File: config.mk
export PLATFORM = sky130hd
export DESIGN_NAME = coo_to_adj
export DESIGN_NICKNAME = d
export VERILOG_FILES = /design/src/rtl/coo_to_adj.sv
export SDC_FILE = /design/constraint.sdc
export NUM_CORES = 1
export LEC_CHECK = 0
export BUFFER_PORTS_ARGS = -buffer_cell sky130_fd_sc_hd__buf_2
export CAP_MARGIN = 20
export CORE_AREA = 2 2 69 71
export CTS_BUF_LIST = sky130_fd_sc_hd__clkbuf_2 sky130_fd_sc_hd__clkbuf_4 sky130_fd_sc_hd__clkbuf_8
export CTS_CLUSTER_DIAMETER = 30
export DETAILED_ROUTE_END_ITERATION = 10
export DIE_AREA = 0 0 71 73
export PLACE_DENSITY = 0.69
export SYNTH_ARGS = -nofsm -noshare
export SYNTH_HDL_FRONTEND = slang
export SYNTH_SLANG_ARGS = --single-unit
File: constraint.sdc
create_clock -name clk -period 1.9 [get_ports clk]
set_input_delay 0.475 -clock clk [delete_from_list [all_inputs] [get_ports clk]]
set_output_delay 0.475 -clock clk [all_outputs]
set_load 0.02 [all_outputs]
File: src/rtl/coo_to_adj.sv
// COO edge-list to dense adjacency bit-matrix builder.
// Accepts one (row, col) edge per handshake and optionally closes the matrix with A+I.
module coo_to_adj #(
    parameter int num_of_nodes = 6,
    parameter int idx_w        = 3,
    parameter bit symmetric    = 1'b1,
    parameter bit self_loops   = 1'b1
) (
    input  logic                                         clk,
    input  logic                                         rst,
    input  logic                                         start,
    input  logic                                         edge_valid,
    output logic                                         edge_ready,
    input  logic [idx_w-1:0]                             edge_row,
    input  logic [idx_w-1:0]                             edge_col,
    input  logic                                         edge_last,
    output logic [num_of_nodes-1:0][num_of_nodes-1:0]    adj_mat,
    output logic                                         coo_adj_done,
    output logic [7:0]                                   edge_count,
    output logic                                         idx_err
);

    typedef enum logic [1:0] {IDLE, CLEAR, LOAD, DONE} state_t;

    localparam logic [idx_w:0] NODES = (idx_w + 1)'(num_of_nodes);

    state_t state, state_nxt;
    logic   hs;
    logic   go;
    logic   in_range;
    logic [num_of_nodes-1:0][num_of_nodes-1:0] adj_nxt;

    function automatic logic [7:0] sat_inc(input logic [7:0] v);
        return (v == 8'hFF) ? v : v + 8'd1;
    endfunction

    always_ff @(posedge clk) begin
        if (rst) state <= IDLE;
        else     state <= state_nxt;
    end

    always_comb begin
        state_nxt = state;
        case (state)
            IDLE:    if (start) state_nxt = CLEAR;
            CLEAR:   state_nxt = LOAD;
            LOAD:    if (hs && edge_last) state_nxt = DONE;
            DONE:    if (start) state_nxt = CLEAR;
            default: state_nxt = IDLE;
        endcase
    end

    always_comb begin
        edge_ready   = (state == LOAD);
        coo_adj_done = (state == DONE);
    end

    assign hs       = edge_valid & edge_ready;
    // Clearing on entry to CLEAR makes the old matrix vanish together with coo_adj_done.
    assign go       = start & ((state == IDLE) | (state == DONE));
    assign in_range = ({1'b0, edge_row} < NODES) && ({1'b0, edge_col} < NODES);

    always_comb begin
        adj_nxt = adj_mat;
        if (in_range) begin
            adj_nxt[edge_row][edge_col] = 1'b1;
            if (symmetric) adj_nxt[edge_col][edge_row] = 1'b1;
        end
        // Diagonal lands on the same edge as the final beat.
        if (edge_last && self_loops) begin
            for (int i = 0; i < num_of_nodes; i++) adj_nxt[i][i] = 1'b1;
        end
    end

    always_ff @(posedge clk) begin
        if (rst || go) begin
            adj_mat    <= '0;
            edge_count <= '0;
            idx_err    <= 1'b0;
        end else if (hs) begin
            adj_mat    <= adj_nxt;
            edge_count <= sat_inc(edge_count);
            if (!in_range) idx_err <= 1'b1;
        end
    end

endmodule

==> results.cfg, run 1 <==
[outcome]
outcome = completed

[cells_and_area]
multiInputGateArea_sq_um = 917
most-common-layout-cells = buf_2 (57), dfxtp_1 (47), nor2_1 (27)
regArea_sq_um = 941
final_nets = 274
drive_above_1_share_pct = 30.4
antenna_cells = 0
layout_commonest_cell = buf_2
instances_no_fill = 314
synthToLayoutAreaGrowth_pct = 22.0
layout.filler_cells = 428

[clock_tree]
cts_resized = 0
postCtsSetupBuffers = 0
clock_latency_ns = 0.30
ctsHtreeMaxLevel = 2
clk_pin_slew_worst_paths_ns = 0.09
cts_sinks = 47
cts_buffers = 5
cts_tree = yes
holdBufCountCts = 0
ctsRootBufferMaster = clkbuf_8
cts_buffer_depth = 2

[die]
num_io_pins = 58
start_util_pct = 42.1
die-area_sq_mm = 0.00518
rows = 25
fp.coreArea_sq_mm = 0.00454
die_width_microns = 71
fp.dieH_microns = 73

[logic_synthesis]
synth_area_sq_mm = 0.00191
seq_area_frac_synth_pct = 49.3
avgSynthCellArea_sq_um = 9.50
synth-async-reset-ratio_pct = 0
synth_edf_count = 0
dominantRegCellSynth = dfxtp_1
synthCells = 201
synth_nets = 216
yosys_warnings = 0
synth_seq_cells = 47
synth_cell_types = 43

[worst_hold_path]
hold_path.class = in2reg

[power_and_ir_drop]
ir_worst_vdd_mv = 0.540
p_leak_nw = 1.01
power_density_mw_per_mm2 = 875

[placed_design]
dp_cells = 306
dp_hpwl_mm = 3.06
portBuffers = 57
routabilityCongestion = 0.829

[route]
drt-total-wl_mm = 4.03
via_count = 1655
drcViolationCount = 0
dr.pass1.iters = 4
via_per_inst = 5.27
wl_per_cell_microns = 12.8
initialDrtViolationCount = 78
drtAntennaViolNets = 0

[sta]
rsz0062_at_grt = no
finalHoldViolations = 0
finClkSkew_ns = 0.00453
drv_slew = 0
tns_ns = 0
fmaxAchievable_ghz = 0.578
worst_pin_slew_ns = 0.474
finalSetupViolCount = 0
finalCritPeriodShare_pct = 91.0
max_slew_margin_pct = 68.4
period_minus_slack_ns = 1.73

[global_route]
antenna_found_initial = 0
track_usage_pct = 15.3
grt_max_degree = 32
grt_pass1_vias = 1419
grt_pass1_wl_mm = 6.28
grt_overflow_total = 0

[critical_path]
path_max_fanout = 7
cp_slowest_cell = dfxtp_1
start_kind = flop
cp.required_ns = 2.15
path_cells = ha_1 -> nand2_1 -> or2_1 -> nor3_1 -> o21a_1
critPathCaptureType = flop
cp_slowest_stage_delay_ns = 0.39
critPathArrivalTime_ns = 1.98
crit_type = reg2reg

[flow_run]
maxCapViolCount = 0
[layout make-up]
type	count	area share, %
Multi-Input combinational cell	142	39.4
Sequential cell	47	40.4
Tap cell	54	2.90
Inverter	4	0.644
Clock inverter	3	0.859
Timing Repair Buffer	59	12.9
Clock buffer	5	2.95
[critical path: cells and delay by family (launching register included)]
family / cells / cell delay [ns]
and+or+nand+nor: 3 / 0.84
DFF: 1 / 0.39
adders and majority gates: 1 / 0.30
AOI/OAI and AO/OA: 1 / 0.15
[state kept, by name, indices dropped and copies added, names as in the netlist]
register    cells
edge_count      8
idx_err         1
state           2
adj_mat        36
[kinds of logic (layout without fill, tap and decap cells)]
| family | count (synthesis) | in the layout | synth area share (%) |
|---|---|---|---|
| adders and majority gates | 4 | 4 | 2.62 |
| and+or+nand+nor | 72 | 72 | 20.5 |
| AOI/OAI and AO/OA | 63 | 63 | 23.3 |
| buffers and inverters | 12 | 71 | 2.88 |
| muxes | 1 | 1 | 0.524 |
| xor gates and xnor gates | 2 | 2 | 0.918 |
| DFF | 47 | 47 | 49.3 |
[per-stage QoR]
stage                     hold slack (ns)  total power [mW]  util, %  area, sq um  setup slack (ns)
after floorplan                     0.476              1.37        -         1910             0.227
after global placement              0.443              1.46     49.4         2240             0.203
after detailed placement            0.450              1.47     49.4         2240             0.170
after CTS                           0.384              2.06     51.4         2330             0.152
after global routing                0.398              2.15     51.4         2330            0.0292
final                               0.400              2.04     51.4         2330             0.171
[synth_stat cells (2+ instances only)]
cell type	instances	share of area, %
nand3_1	3	0.79
a22oi_1	4	1.6
and4bb_2	3	2.0
nor2_1	27	5.3
o21ai_0	3	0.79
ha_1	4	2.6
nand4_1	2	0.66
o31a_1	5	2.3
a211oi_1	3	1.2
nor2b_1	4	1.3
a21oi_1	13	3.4
dfxtp_1	47	49
or2_2	2	0.66
o21a_1	26	10
buf_2	2	0.52
inv_1	4	0.79
clkbuf_1	5	0.98
nor3_1	10	2.6
nand2b_1	4	1.3
o22ai_1	2	0.66
nand2_1	6	1.2
[routing by layer]
layer	GRT usage (%)	routed length, microns
met1	19.4	1920
met2	24.9	1850
met3	4.83	229
met4	5.03	23
met5	0	0
[where the power goes]
| group | leakage, nW | switching [mW] | internal (mW) |
|---|---|---|---|
| logic | 0.590 | 0.250 | 0.145 |
| registers | 0.379 | 0.0303 | 1.02 |
| clock network | 0.0402 | 0.337 | 0.256 |
| total | 1.01 | 0.617 | 1.42 |
[worst paths after layout]
path / slack [ns] / startpoint / cells after the start / end
max reg2reg: 0.17 / state[1] / 5 / adj_mat[15]
min reg2reg: 0.47 / adj_mat[29] / 1 / adj_mat[29]
max: 0.17 / state[1] / 5 / adj_mat[15]
min: 0.40 / rst / 2 / state[1]
(Power assumes the default switching activity.)
==> run 2, diff against run 1 <==
- ABC_AREA: not set -> 1
- CORE_AREA: 2 2 69 71 -> 2 2 73 75
- DIE_AREA: 0 0 71 73 -> 0 0 75 77
- PLACE_DENSITY: 0.69 -> 0.68
==> run 2 against run 1 <==
- first-iteration DRC count grew 10%
- clock power rose by 1%
- clock-buffer cell count stayed put
- combinational power up 17%
- area after synthesis rose by 13%
- critical path type is now reg2out
- critical endpoint is now edge_ready
- cell count grew 40%
- global-route usage increased by 2.1 points
- highest routed layer unchanged
==> results.cfg, run 2 <==
[die]
rows = 26
num_io_pins = 58
start_util_pct = 43.4
fp.dieH_microns = 77
die-area_sq_mm = 0.00578
die_width_microns = 75
fp.coreArea_sq_mm = 0.00498

[placed_design]
portBuffers = 57
placed_area_sq_mm = 0.00253
dp_hpwl_mm = 3.62
routabilityCongestion = 0.836
dp_slack_ns = 0.329

[route]
wl_per_cell_microns = 10.7
initialDrtViolationCount = 86
drcViolationCount = 0
via_count = 2029
dr.pass1.iters = 4
via_per_inst = 4.60
drt-total-wl_mm = 4.72
drtAntennaViolNets = 0

[global_route]
grt_overflow_total = 0
grt_pass1_vias = 1811
antenna_found_initial = 0
grt_max_degree = 23
grt_pass1_wl_mm = 7.80
track_usage_pct = 17.4

[sta]
holdWs_ns = 0.389
finalSetupViolCount = 0
finalCritPeriodShare_pct = 85.5
finClkSkew_ns = 0.00351
max_slew_margin_pct = 71.2
finalHoldViolations = 0
setup_slack_ns = 0.276
worst_pin_slew_ns = 0.430
rsz0062_at_grt = no
fmaxAchievable_ghz = 0.616
tns_ns = 0
drv_slew = 0
period_minus_slack_ns = 1.62

[logic_synthesis]
synthCells = 310
synth_cell_types = 23
synth_edf_count = 0
synth_area_sq_mm = 0.00216
synth_area_leaders = dfxtp_1 (44%), nand2_1 (17%), inv_1 (8.3%)
yosys_warnings = 0
synth_nets = 325
dominantRegCellSynth = dfxtp_1
synth_area_leader_cell = dfxtp_1
yosysMostFrequentCell = nand2_1
synth_commonest_cells = nand2_1 (98), inv_1 (48), dfxtp_1 (47), a21oi_1 (32), nor2_1 (16)
yosys.area.top_type_share_pct = 43.5
synth_seq_cells = 47
seq_area_frac_synth_pct = 43.5
synth-async-reset-ratio_pct = 0
avgSynthCellArea_sq_um = 6.97

[critical_path]
path_max_fanout = 4
crit_buf_inv = 2
cp_top_family = flip-flops
start_kind = flop
critPathCaptureType = output pin
crit_type = reg2out
path_cells = inv_1 -> ha_1 -> buf_2
critPathArrivalTime_ns = 1.15
cp_slowest_cell = dfxtp_1
cp.required_ns = 1.42
cp_slowest_stage_delay_ns = 0.40

[clock_tree]
cts_buffers = 5
ctsHtreeMaxLevel = 2
cts_buffer_depth = 2
cts_sinks = 47
cts_tree = yes
clk_pin_slew_worst_paths_ns = 0.09
postCtsSetupBuffers = 0
holdBufCountCts = 0
cts_resized = 0
ctsRootBufferMaster = clkbuf_8
clock_latency_ns = 0.30

[power_and_ir_drop]
p_leak_nw = 1.21
total_power_mw = 2.12
power_density_mw_per_mm2 = 808
ir_worst_vdd_mv = 0.533

[cells_and_area]
final_area_sq_mm = 0.00262
reg.largest.list = adj_mat (36), edge_count (8), state (2)
drive_above_1_share_pct = 26.7
synthToLayoutAreaGrowth_pct = 21.1
most-common-layout-cells = nand2_1 (98), buf_2 (57), inv_1 (48)
regMostFlops = adj_mat
layout_commonest_cell = nand2_1
final_nets = 385
largest_register_ffs = 36
antenna_cells = 0

[worst_hold_path]
hold_path.class = in2reg

[outcome]
outcome = completed

[flow_run]
maxCapViolCount = 0
run 2: cell count changes after synthesis, moves of 10 or more:
cell / delta
nand2_1: +92
inv_1: +44
o21a_1: -26
a21oi_1: +19
nor2_1: -11
nand3_1: +10
run 2: cell type report:
type / count / area, sq um
fill: 519 / 2360
multi-input combinational: 198 / 958
sequential: 47 / 941
timing repair buffer: 61 / 328
inverter: 57 / 214
tap: 70 / 87.6
clock buffer: 5 / 68.8
clock inverter: 3 / 20.0
run 2: power breakdown:
part	switching (mW)	internal, mW
combinational	0.305	0.156
clock	0.343	0.256
sequential	0.0338	1.02
total	0.682	1.43
run 2: final timing paths:
| kind | depth (start not counted) | endpoint | slack [ns] | start |
|---|---|---|---|---|
| min | 2 | state[1] | 0.39 | rst |
| max reg2reg | 9 | state[1] | 0.33 | state[0] |
| max | 3 | edge_ready | 0.28 | state[0] |
| min reg2reg | 2 | adj_mat[2] | 0.45 | adj_mat[2] |
run 2: stage by stage:
stage          utilization [%]  cells
2_1_floorplan                -    310
3_3_place_gp              50.8    433
3_5_place_dp              50.8    433
4_1_cts                   52.6    441
5_1_grt                   52.6    441
6_report                  52.6    441
run 2: cells by family after synthesis:
group                      count (synthesis)  synth area share, %
and+or+nand+nor                          151                 30.6
buffers and inverters                     65                 12.1
DFF                                       47                 43.5
AOI/OAI and AO/OA                         43                 11.5
adders and majority gates                  4                 2.32
run 2: metal layers:
metal / global-route usage [%] / share of wire, % / vias to the layer above
met4: 6.96 / 1.6 / 0
met1: 21.7 / 48 / 895
met5: 0 / 0 / -
met3: 4.07 / 5.5 / 6
met2: 28.3 / 45 / 55
li1: - / - / 1073
==> run 3, diff against run 2 <==
- clock period: 1.9 -> 1.8 ns (I/O delays scaled with it)
==> run 3 against run 2 <==
- critical path depth unchanged
- largest cell class unchanged
- critical endpoint unchanged
- global-route usage is 0.30 points higher
- sequential power grew 6%
- routed wire length decreased by 2.0%
- power up 14%
- combinational power rose by 5.9%
==> results.cfg, run 3 (same netlist as run 2, synthesis figures left out) <==
[outcome]
outcome = completed

[global_route]
grt_max_degree = 39
grt_overflow_total = 0
grtUsageMet3_pct = 3.02
use_met1_pct = 23.3
use_met2_pct = 28.2
grt-busiest-layer = met2
grt_pass1_vias = 1909
track_usage_pct = 17.7
grt_pass1_wl_mm = 8.10
antenna_found_initial = 0

[power_and_ir_drop]
netSwitchingPower_mw = 0.713
clkPwrFrac_pct = 33.6
p_int_mw = 1.70
switching_share_pct = 29.6
p_seq_share_pct = 46.1
ir_worst_vdd_mv = 0.640
p_leak_nw = 1.24
total_power_mw = 2.41
power_density_mw_per_mm2 = 910
p_comb_share_pct = 20.3

[clock_tree]
ctsRootBufferMaster = clkbuf_8
postCtsSetupBuffers = 0
holdBufCountCts = 0
cts_resized = 0
cts_tree = yes
cts_buffer_depth = 2
clk_pin_slew_worst_paths_ns = 0.09
cts_buffers = 5
clock_latency_ns = 0.30
cts_sinks = 47
ctsHtreeMaxLevel = 2

[die]
die_width_microns = 75
num_io_pins = 58
rows = 26
fp.dieH_microns = 77
start_util_pct = 43.4
fp.coreArea_sq_mm = 0.00498
die-area_sq_mm = 0.00578

[placed_design]
routabilityCongestion = 0.820
portBuffers = 57
dp_hpwl_mm = 3.46

[sta]
max_slew_margin_pct = 72.9
finalSetupViolCount = 0
finalCritPeriodShare_pct = 88.1
finalHoldViolations = 0
tns_ns = 0
worst_pin_slew_ns = 0.405
period_minus_slack_ns = 1.59
rsz0062_at_grt = no
drv_slew = 0
fmaxAchievable_ghz = 0.631
finClkSkew_ns = 0.00965

[critical_path]
crit_type = reg2out
start_kind = flop
critPathCaptureType = output pin
r2r_setup_slack_ns = 0.21
path_max_fanout = 4
cp.required_ns = 1.35
critPathArrivalTime_ns = 1.14
reg2reg_depth = 8
cp-startpoint = state[0]
r2r-start = state[1]

[worst_hold_path]
hold_path.class = in2reg
min_from = rst
holdPathStages = 2

[route]
drcViolationCount = 0
via_per_inst = 4.48
dr.pass1.iters = 4
via_count = 1976
wl_per_cell_microns = 10.5
drtAntennaViolNets = 0
drt-total-wl_mm = 4.63
initialDrtViolationCount = 103

[cells_and_area]
regMostFlops = adj_mat
layout_commonest_cell = nand2_1
final_nets = 385
largest_register_ffs = 36
reg.largest.list = adj_mat (36), edge_count (8), state (2)
synthToLayoutAreaGrowth_pct = 22.6
most-common-layout-cells = nand2_1 (98), buf_2 (57), inv_1 (48)
drive_above_1_share_pct = 26.7
antenna_cells = 0

[flow_run]
maxCapViolCount = 0
## run 3: changes by cell type in the layout (fill, tap and decap cells not counted), sizes merged
| cell | change |
|---|---|
| clkbuf | +1 |
| inv | +1 |
| clkinvlp | -2 |
| clkinv | -1 |
| bufinv | +1 |
## run 3: final timing paths
| kind | endpoint |
|---|---|
| hold reg to reg | adj_mat[34] |
| hold / removal | state[1] |
| setup reg to reg | state[1] |
| setup / recovery | edge_ready |
## run 3: worst max-delay path, cell delays in order, from the launching register on
cell     delay [ns]
dfxtp_1        0.39
inv_1          0.06
ha_1           0.21
buf_2          0.17
## run 3: area by class of cell
type | count | area (sq um)
Timing Repair Buffer | 61 | 328
Fill cell | 526 | 2330
Multi-Input combinational cell | 198 | 958
Clock buffer | 6 | 82.6
Inverter | 57 | 214
Tap cell | 70 | 87.6
Clock inverter | 2 | 38.8
Sequential cell | 47 | 941
## run 3: layer usage
layer | vias to the layer above | wire (microns)
met3 | 5 | 228
li1 | 1068 | -
met1 | 853 | 2220
met2 | 50 | 2110
met4 | 0 | 67
met5 | - | 0
## run 3: stage by stage
| stage | setup WS, ns | cells | util [%] | cell area, sq um | hold WS (ns) |
|---|---|---|---|---|---|
| final | 0.215 | 441 | 53.2 | 2650 | 0.357 |
| after global placement | 0.308 | 433 | 50.8 | 2530 | 0.435 |
| after floorplan | 0.331 | 310 | - | 2160 | 0.466 |
| after global routing | 0.0129 | 441 | 53.2 | 2650 | 0.359 |
| after detailed placement | 0.240 | 433 | 50.8 | 2530 | 0.436 |
| after CTS | 0.212 | 441 | 53.2 | 2650 | 0.352 |
## run 3: power groups by stage
stage | Combinational [mW] | Sequential (mW) | Clock (mW)
after floorplan | 0.333 | 1.15 | 0
after detailed placement | 0.490 | 1.14 | 0
after global placement | 0.478 | 1.13 | 0
final | 0.488 | 1.11 | 0.811
after CTS | 0.492 | 1.11 | 0.834
after global routing | 0.551 | 1.12 | 0.864
